File: config.mk
export PLATFORM = sky130hd
export DESIGN_NAME = wb_cmd_initiator
export DESIGN_NICKNAME = d
export VERILOG_FILES = /design/src/rtl/wb_cmd_initiator.sv
export SDC_FILE = /design/constraint.sdc
export NUM_CORES = 1
export LEC_CHECK = 0
export ABC_CLOCK_PERIOD_IN_PS = 4410
export CORE_MARGIN = 10
export CORE_UTILIZATION = 62
export DETAILED_ROUTE_END_ITERATION = 8
export DONT_BUFFER_PORTS = 1
export PLACE_DENSITY = 0.78
export SLEW_MARGIN = 25
export SYNTH_ARGS = -nofsm -noshare
export SYNTH_HDL_FRONTEND = slang
export SYNTH_SLANG_ARGS = --single-unit
export TNS_END_PERCENT = 100
File: constraint.sdc
create_clock -name wb_clk_i -period 4.41 [get_ports wb_clk_i]
set_clock_uncertainty 0.05 [all_clocks]
set_input_delay 0.2205 -clock wb_clk_i [delete_from_list [all_inputs] [get_ports wb_clk_i]]
set_output_delay 0.2205 -clock wb_clk_i [all_outputs]
set_load 0.01 [all_outputs]
File: src/rtl/wb_cmd_initiator.sv
// Wishbone classic-cycle initiator: one bus cycle per command taken on a valid/ready port,
// with the result (read data or timeout error) returned on a valid/ready response port.
`timescale 1ns/1ps
module wb_cmd_initiator #(
    parameter int AW      = 32,
    parameter int DW      = 32,
    parameter int TIMEOUT = 255
) (
    input  logic            wb_clk_i,
    input  logic            wb_rst_i,
    input  logic            cmd_valid,
    output logic            cmd_ready,
    input  logic            cmd_we,
    input  logic [AW-1:0]   cmd_adr,
    input  logic [DW-1:0]   cmd_dat,
    input  logic [DW/8-1:0] cmd_sel,
    output logic            rsp_valid,
    input  logic            rsp_ready,
    output logic [DW-1:0]   rsp_dat,
    output logic            rsp_err,
    output logic            wbm_cyc_o,
    output logic            wbm_stb_o,
    output logic            wbm_we_o,
    output logic [DW/8-1:0] wbm_sel_o,
    output logic [AW-1:0]   wbm_adr_o,
    output logic [DW-1:0]   wbm_dat_o,
    input  logic [DW-1:0]   wbm_dat_i,
    input  logic            wbm_ack_i,
    output logic            busy
);

    // Handshakes: a transfer happens on a rising edge where valid && ready are both high;
    // valid and its payload stay stable until that edge, ready never depends on valid.
    typedef enum logic [1:0] {IDLE = 2'd0, BUS = 2'd1, RESP = 2'd2} state_t;

    state_t            state_q, state_d;
    logic [15:0]       cnt_q, cnt_d;
    logic              cmd_ready_d, rsp_valid_d, rsp_err_d, cyc_d, we_d, busy_d;
    logic [DW-1:0]     rsp_dat_d, dat_d;
    logic [AW-1:0]     adr_d;
    logic [DW/8-1:0]   sel_d;
    logic              accept, timeout_hit;

    assign accept      = cmd_valid && cmd_ready;
    assign timeout_hit = (cnt_q == 16'(TIMEOUT - 1));
    assign wbm_stb_o   = wbm_cyc_o;

    // State and every output are registered here
    always_ff @(posedge wb_clk_i or posedge wb_rst_i) begin
        if (wb_rst_i) begin
            state_q   <= IDLE;
            cnt_q     <= '0;
            cmd_ready <= 1'b1;
            rsp_valid <= 1'b0;
            rsp_dat   <= '0;
            rsp_err   <= 1'b0;
            wbm_cyc_o <= 1'b0;
            wbm_we_o  <= 1'b0;
            wbm_sel_o <= '0;
            wbm_adr_o <= '0;
            wbm_dat_o <= '0;
            busy      <= 1'b0;
        end else begin
            state_q   <= state_d;
            cnt_q     <= cnt_d;
            cmd_ready <= cmd_ready_d;
            rsp_valid <= rsp_valid_d;
            rsp_dat   <= rsp_dat_d;
            rsp_err   <= rsp_err_d;
            wbm_cyc_o <= cyc_d;
            wbm_we_o  <= we_d;
            wbm_sel_o <= sel_d;
            wbm_adr_o <= adr_d;
            wbm_dat_o <= dat_d;
            busy      <= busy_d;
        end
    end

    always_comb begin
        state_d = state_q;
        unique case (state_q)
            IDLE:    if (accept) state_d = BUS;
            BUS:     if (wbm_ack_i || timeout_hit) state_d = RESP;
            RESP:    if (rsp_ready) state_d = IDLE;
            default: state_d = IDLE;
        endcase
    end

    always_comb begin
        cnt_d       = cnt_q;
        cmd_ready_d = cmd_ready;
        rsp_valid_d = rsp_valid;
        rsp_dat_d   = rsp_dat;
        rsp_err_d   = rsp_err;
        cyc_d       = wbm_cyc_o;
        we_d        = wbm_we_o;
        sel_d       = wbm_sel_o;
        adr_d       = wbm_adr_o;
        dat_d       = wbm_dat_o;
        unique case (state_q)
            IDLE: begin
                if (accept) begin
                    cyc_d       = 1'b1;
                    we_d        = cmd_we;
                    sel_d       = cmd_sel;
                    adr_d       = cmd_adr;
                    dat_d       = cmd_dat;
                    cnt_d       = '0;
                    cmd_ready_d = 1'b0;
                end
            end
            BUS: begin
                // An ack on the last allowed cycle takes priority over the timeout
                if (wbm_ack_i) begin
                    cyc_d       = 1'b0;
                    rsp_dat_d   = wbm_we_o ? '0 : wbm_dat_i;
                    rsp_err_d   = 1'b0;
                    rsp_valid_d = 1'b1;
                end else if (timeout_hit) begin
                    cyc_d       = 1'b0;
                    rsp_dat_d   = '0;
                    rsp_err_d   = 1'b1;
                    rsp_valid_d = 1'b1;
                end else begin
                    cnt_d = cnt_q + 16'd1;
                end
            end
            RESP: begin
                if (rsp_ready) begin
                    rsp_valid_d = 1'b0;
                    rsp_err_d   = 1'b0;
                    rsp_dat_d   = '0;
                    cmd_ready_d = 1'b1;
                end
            end
            default: ;
        endcase
        busy_d = (state_d != IDLE);
    end

endmodule

==> flow_summary.ini, run 1 <==
[run_status]
status = finished, final reports clean

[critical_path]
cp_top_family = simple AND/OR/NAND/NOR gates
crit_slowest_cell = or4_1
cp-end-kind = flip-flop
cp_num_buf_inv = 2
cpPeakStageDelay_ps = 590
start_kind = flip-flop
cp_max_fo = 12
crit_chain = or4_1 -> nor4_1 -> buf_4 -> a22oi_1 -> a21oi_1 -> dlygate4sd3_1
worst_ep_arrival_time_ps = 3130
critical_path_class = reg -> reg
crit_required_ps = 4800

[synth]
yosys_warnings = 0
yosysMostFrequentCell = nand2_1
synth_edf_count = 0
postSynthAreaPerCell_um2 = 9.99
synthTopCellsByCount = nand2_1 (219), dfrtp_1 (123), a22o_1 (32)
async_flop_share_pct = 100
netlist_area_mm2 = 0.00486
synth.top_cells.by_area = dfrtp_1 (63%), nand2_1 (17%), a22o_1 (5.8%)
ys_types = 41
yosysTopAreaCell = dfrtp_1
yosysSeqAreaShare_pct = 63.8
synthFlopType = dfrtp_1
syn-num-nets = 595
synth_top_area_share_pct = 63.3
synth_seq_cells = 124
synthCells = 487

[floorplan]
fp.dieH_um = 109
die_area_mm2 = 0.0118
fp-row-count = 32
die_x_um = 109
io-pin-count = 213
core_area_mm2 = 0.00769
start_util_pct = 63.3

[clock_network]
clkLatencyLatePin_ps = 520
cts_buffers = 17
cts_resized = 0
ctsRootBufferMaster = clkbuf_8
clkTransAtPathRegs_ps = 60
cts_tree = yes
numClockSinks = 124
cts_max_path_buffers = 2
h-tree-depth = 4
post_cts_buffers = 0

[route]
drt_iter0_drc = 272
drtPass1Iterations = 5
vias = 4276
drc = 0
via_per_inst = 6.04
wire_per_inst_um = 23.8
ant_nets = 0
wirelength_um = 16900

[flow_run]
maxCapViolations = 0

[finish]
area_growth_syn_to_layout_pct = 35.4
fin_nets = 699
fin_cells = 708
drive_gt1_share_pct = 8.61
fillers = 377
final_cell_area_mm2 = 0.00659

[timing]
layout_setup_ws_ps = 1680
min_period_ps = 2730
finalSetupViolCount = 0
rsz0062_at_grt = false
final-max-slew-violation-count = 0
tightest_slew_ps = 907
final.setup.tns_ps = 0
max-slew-margin-rel_pct = 39.5
finalCritPeriodShare_pct = 62.0
hold_viol_final = 0
max_freq_ghz = 0.366

[min_path]
hp-class = in -> reg

[pwr]
finalPower_uw = 2600
p_per_area_mw_per_mm2 = 395
max-vdd-ir-drop_mv = 0.257
p_leak_uw = 0.00336

[global_route]
grt_pass1_vias = 4562
grt_max_degree = 75
overflow = 0
track_usage_pct = 28.6
grt_pass1_wl_um = 25600
antenna_found_initial = 1

[place]
post_dp_cell_area_mm2 = 0.00495
dp_cells = 569
post-place-ws_ps = 2110
dp_hpwl_um = 9110
gp_congestion = 0.839
io_buffers = 0
-- cell usage in the layout (no fill, tap or decap), types with 3 or more instances in the layout --
cell	count
nand2_1	219
dfrtp_1	123
dlygate4sd3_1	105
a22o_1	32
clkbuf_16	16
a21oi_1	10
o21ai_0	8
or4_1	6
buf_4	6
or3_1	5
nor2_1	5
nand3_1	5
inv_1	5
o31ai_1	4
clkinv_4	4
or3_2	3
clkinv_2	3
inv_6	3
-- state kept, by name, summed over array words and instances (netlist names), 2 cells and up --
name,count
cnt_q,16
state_q,2
rsp_dat,32
wbm_adr_o,32
wbm_dat_o,32
wbm_sel_o,4
-- layer usage --
metal	vias up	routed length [um]	global-route usage (%)	part of all wire [%]
met2	303	8970	49.7	53
met1	2079	5390	29.6	32
met5	-	0	0	0
met3	73	1720	9.76	10
li1	1821	-	-	-
met4	0	801	15.8	4.7
-- area by class of cell --
class                           count  area (um^2)  area share [%]
Clock inverter                     15          163            2.47
Tap cell                          102          128            1.94
Inverter                            6         25.0           0.380
Multi-Input combinational cell    331         1650            25.1
Antenna cell                        2         5.00          0.0760
Clock buffer                       17          414            6.29
Timing Repair Buffer              111         1100            16.6
Sequential cell                   124         3100            47.1
-- repair_timing --
item	in CTS	in global routing
setup endpoints to repair	0	0
hold buffers	105	0
hold endpoints to repair	231	0
-- worst register-to-register path: stages, from the launching register on --
cell and delay (ps):
dfrtp_1 430, or4_1 590, nor4_1 490, buf_4 270, a22oi_1 120, a21oi_1 140
dlygate4sd3_1 560
-- path summary, 6_finish.rpt --
check | start | end | slack, ps | cells past startpoint
setup / recovery | cnt_q[8] | rsp_err | 1680 | 6
hold / removal | wbm_ack_i | rsp_valid | 70 | 4
setup reg to reg | cnt_q[8] | rsp_err | 1680 | 6
hold reg to reg | cnt_q[5] | cnt_q[5] | 510 | 1
max in group asynchronous | wb_rst_i | rsp_valid | 3280 | 3
min in group asynchronous | wb_rst_i | wbm_dat_o[10] | 320 | 3
-- kinds of logic after synthesis --
family | after synthesis | synth area share [%]
compound gates | 60 | 9.18
xor+xnor | 2 | 0.360
simple gates | 265 | 23.1
flops | 124 | 63.8
fa+ha+maj | 2 | 0.514
buf+inv | 32 | 2.60
mux | 2 | 0.412
-- where the power goes --
| group | total [uW] | switching (uW) | internal, uW |
|---|---|---|---|
| registers | 1140 | 0 | 1140 |
| logic | 106 | 41.1 | 64.5 |
| clock network | 1360 | 547 | 812 |
| total | 2600 | 588 | 2010 |
-- per-stage QoR --
stage | hold slack [ps] | util, %
2_1_floorplan | 257 | -
3_3_place_gp | 244 | 64.4
3_5_place_dp | 256 | 64.4
4_1_cts | 8.46 | 85.6
5_1_grt | 97.1 | 85.6
6_report | 73.3 | 85.7
No activity file was read; power rests on OpenSTA's default activity.
==> run 2, diff against run 1 <==
- ABC_CLOCK_PERIOD_IN_PS: 4410 -> 2700
- clock period: 4.41 -> 2.7 ns (I/O delays scaled with it)
==> run 2 against run 1 <==
  * Clock power up 63%
  * Via count down 0.98%
  * Non-clock buffer count up 3
  * Sequential power up 63%
  * Largest cell class unchanged
==> flow_summary.ini, run 2 (synthesis gave the netlist of run 1 again) <==
[clock_network]
cts_tree = yes
post_cts_buffers = 0
h-tree-depth = 4
clkTransAtPathRegs_ps = 70
cts_max_path_buffers = 2
ctsRootBufferMaster = clkbuf_8
numClockSinks = 124
clkLatencyLatePin_ps = 490
cts_buffers = 17

[place]
post-place-ws_ps = 396
dp_hpwl_um = 8920
dp_cells = 572
io_buffers = 0
gp_congestion = 0.819

[floorplan]
io-pin-count = 213
die_area_mm2 = 0.0118
die_x_um = 109
core_area_mm2 = 0.00769
start_util_pct = 63.3
fp.dieH_um = 109
fp-row-count = 32

[critical_path]
start_kind = flip-flop
crit_required_ps = 3080
critical_path_class = reg -> reg
cp-end-kind = flip-flop
worst_ep_arrival_time_ps = 2910
reg2reg_slack_ps = 170
cp_max_fo = 12

[route]
drt_iter0_drc = 336
via_per_inst = 5.96
wire_per_inst_um = 22.7
vias = 4234
wirelength_um = 16100
drtPass1Iterations = 5
drc = 0
ant_nets = 0

[finish]
fillers = 345
ff_latch_area_mm2 = 0.00310
layout_common_cells = nand2_1 (219), dfrtp_1 (123), dlygate4sd3_1 (105)
fin_cells = 710
reg_top3 = rsp_dat: 32 flops, wbm_adr_o: 32 flops, wbm_dat_o: 32 flops
drive_gt1_share_pct = 9.06
final_common_cell = nand2_1
multi_input_area_mm2 = 0.00165
fin_nets = 702
area_growth_syn_to_layout_pct = 36.5

[timing]
max_freq_ghz = 0.395
layout_setup_ws_ps = 168
hold_viol_final = 0
finalSetupViolCount = 0
whs_ps = 27.8
rsz0062_at_grt = false
max-slew-margin-rel_pct = 45.1
min_period_ps = 2530
final.setup.tns_ps = 0
final-max-slew-violation-count = 0
finalCritPeriodShare_pct = 93.8
tightest_slew_ps = 824

[pwr]
p_leak_uw = 0.00337
max-vdd-ir-drop_mv = 0.439
p_per_area_mw_per_mm2 = 640

[global_route]
track_usage_pct = 27.4
antenna_found_initial = 1
grt_pass1_wl_um = 24900
grt_max_degree = 125
grt_pass1_vias = 4502
overflow = 0

[min_path]
hp-class = in -> reg

[flow_run]
maxCapViolations = 0

[run_status]
status = finished, final reports clean
run 2: per-layer routing:
metal	global-route usage [%]	routed length [um]
met5	0	0
met4	10.9	420
met3	12.2	1680
met2	47.5	8700
met1	28.4	5320
run 2: worst max-delay path, stage by stage, from the launching register on:
cell           delay [ps]
dfrtp_1               420
or4_1                 600
nor4_2                370
buf_4                 250
a22oi_1               100
a21oi_1               130
dlygate4sd3_1         550
run 2: power by group:
part | total (uW) | switching, uW | leakage [uW] | internal, uW
clock | 2220 | 847 | 0.000274 | 1370
sequential | 1860 | 0 | 0.00172 | 1860
combinational | 174 | 67.6 | 0.00137 | 106
total | 4250 | 915 | 0.00337 | 3340
run 2: per-stage QoR:
stage	util, %	instance area, um^2	total power [uW]
final	86.4	6640	4250
after detailed placement	65.0	5000	1940
after CTS	86.3	6630	4250
after global placement	65.0	5000	1930
after floorplan	-	4870	1920
after global routing	86.4	6640	4380
run 2: worst paths after layout:
kind | startpoint | to | depth (start not counted)
setup / recovery | cnt_q[8] | rsp_err | 6
hold / removal | wbm_ack_i | rsp_dat[12] | 3
setup reg to reg | cnt_q[8] | rsp_err | 6
hold reg to reg | cnt_q[5] | cnt_q[5] | 1
max in group asynchronous | wb_rst_i | wbm_adr_o[28] | 3
min in group asynchronous | wb_rst_i | rsp_dat[1] | 3
run 2: cell type report:
| cell class | count | share of cell area [%] |
|---|---|---|
| inverters | 6 | 0.396 |
| repair buffers | 114 | 17.2 |
| flip-flops and latches | 124 | 46.7 |
| well taps | 102 | 1.92 |
| multi-input cells | 331 | 24.9 |
| clock inverters | 12 | 2.09 |
| diodes | 1 | 0.0377 |
| clock buffers | 20 | 6.71 |
run 2: repair_timing:
| action | in CTS | in global routing |
|---|---|---|
| endpoints found under the hold margin | 231 | 0 |
| resized for setup | 0 | 1 |
| endpoints found under the setup margin | 0 | 1 |
| hold buffers | 105 | 0 |
==> run 3, diff against run 2 <==
- CORE_UTILIZATION: 62 -> 25
- PLACE_DENSITY: 0.78 -> unset
==> run 3 against run 2 <==
  * Register-to-register slack better by 20 ps
  * Non-clock buffer count up 1
  * Sequential share of layout area down 1.2 points
  * Global-route usage fell by 15 points
  * Clock-buffer cell count fell by 2
  * Via count fell by 6.8%
  * Die area rose by 120%
  * Maximum frequency increased by 0.89%
  * Largest cell class unchanged
  * Final cell count up 22%
  * Combinational power shrank 2%
  * Largest power group unchanged
  * Setup slack gained 22 ps
  * Clock power fell by 4%
==> flow_summary.ini, run 3 (synthesis gave the netlist of run 1 again) <==
[run_status]
status = finished, final reports clean

[finish]
fin_nets = 703
final_common_cell = nand2_1
drive_gt1_share_pct = 8.90
diodes = 0
layout_common_cells = nand2_1 (219), dfrtp_1 (123), dlygate4sd3_1 (106)
fin_cells = 867
area_growth_syn_to_layout_pct = 40.0
reg_top3 = rsp_dat: 32 flops, wbm_adr_o: 32 flops, wbm_dat_o: 32 flops

[global_route]
grt_pass1_vias = 4377
grt_use_met2_pct = 19.0
use_met1_pct = 13.5
antenna_found_initial = 0
gr-usage-met3_pct = 6.27
overflow = 0
grt_max_degree = 125
track_usage_pct = 11.9
grt_pass1_wl_um = 24600
busiest_layer = met2

[clock_network]
clkTransAtPathRegs_ps = 60
clkLatencyLatePin_ps = 400
post_cts_buffers = 0
ctsRootBufferMaster = clkbuf_16
h-tree-depth = 4
numClockSinks = 124
cts_tree = yes
cts_max_path_buffers = 2
cts_buffers = 17

[route]
drt_iter0_drc = 234
ant_nets = 0
wirelength_um = 15200
drtPass1Iterations = 4
wire_per_inst_um = 17.6
via_per_inst = 4.55
drc = 0
vias = 3947

[floorplan]
core_area_mm2 = 0.0189
io-pin-count = 213
fp-row-count = 50
die_area_mm2 = 0.0254
start_util_pct = 25.7
die_x_um = 159
fp.dieH_um = 159

[critical_path]
cp_top_family = simple AND/OR/NAND/NOR gates
critical_path_class = reg -> reg
cp-end-kind = flip-flop
crit_chain = or4_1 -> nor4_2 -> buf_4 -> a22oi_1 -> a21oi_1 -> dlygate4sd3_1
crit_required_ps = 2990
worst_ep_arrival_time_ps = 2800
ff2ff_path_depth = 6
crit_slowest_cell = or4_1
cp_num_buf_inv = 2
cp_max_fo = 12
worstSetupPathDepth = 6
cpPeakStageDelay_ps = 610
start_kind = flip-flop

[place]
io_buffers = 0
dp_cells = 730
post-place-ws_ps = 375
gp_congestion = 0.792
dp_hpwl_um = 9800

[timing]
max-slew-margin-rel_pct = 57.1
min_period_ps = 2510
final.setup.tns_ps = 0
hold_viol_final = 0
max_freq_ghz = 0.398
finalCritPeriodShare_pct = 92.9
tightest_slew_ps = 644
whs_ps = 28.8
layout_setup_ws_ps = 190
rsz0062_at_grt = false
finalSetupViolCount = 0
final-max-slew-violation-count = 0

[min_path]
hp-class = in -> reg
hold_path_depth = 4

[pwr]
finalPower_uw = 4160
p_leak_uw = 0.00336
max-vdd-ir-drop_mv = 0.381
p_per_area_mw_per_mm2 = 611

[flow_run]
maxCapViolations = 0
## run 3: changes by cell type in the layout (fill, tap and decap cells not counted), sizes merged
cell,delta
bufinv,-1
clkbuf,-2
clkinv,+1
diode,-1
dlygate4sd3,+1
inv,+1
## run 3: worst paths after layout
path,start,end,slack [ps]
max,cnt_q[8],rsp_err,190
min,wbm_ack_i,rsp_valid,30
max reg2reg,cnt_q[8],rsp_err,190
min reg2reg,cnt_q[5],cnt_q[5],470
max in group asynchronous,wb_rst_i,cnt_q[2],1770
min in group asynchronous,wb_rst_i,wbm_adr_o[14],350
## run 3: metal layers
metal / vias to the layer above / part of all wire, %
met5: - / 0
met2: 207 / 48
met1: 1901 / 40
li1: 1824 / -
met4: 0 / 1.5
met3: 15 / 11
## run 3: layout make-up
class,instances,area [um^2]
Multi-Input combinational cell,331,1650
Tap cell,260,325
Inverter,6,26.3
Clock buffer,18,429
Timing Repair Buffer,115,1150
Sequential cell,124,3100
Clock inverter,13,119
Fill cell,1839,12100
## run 3: timing repair
| item | CTS | global route |
|---|---|---|
| endpoints found under the hold margin | 231 | 0 |
| resized for setup | 0 | 1 |
| hold buffers | 106 | 0 |
| endpoints found under the setup margin | 0 | 1 |
## run 3: per-stage QoR
step | cell area (um^2) | util, %
after CTS | 6800 | 36.0
after detailed placement | 5190 | 27.5
after floorplan | 4870 | -
final | 6810 | 36.0
after global routing | 6810 | 36.0
after global placement | 5190 | 27.5
## run 3: worst min-delay path, cell delays in order
cell,delay (ps)
inv_1,20
o41ai_1,100
nand2_1,110
nand2_1,70
## run 3: report_power, final
group / total, uW / leakage (uW) / internal (uW) / switching, uW
sequential: 1860 / 0.00172 / 1860 / 0
clock: 2130 / 0.000259 / 1270 / 866
combinational: 170 / 0.00137 / 107 / 63.1
total: 4160 / 0.00336 / 3230 / 929
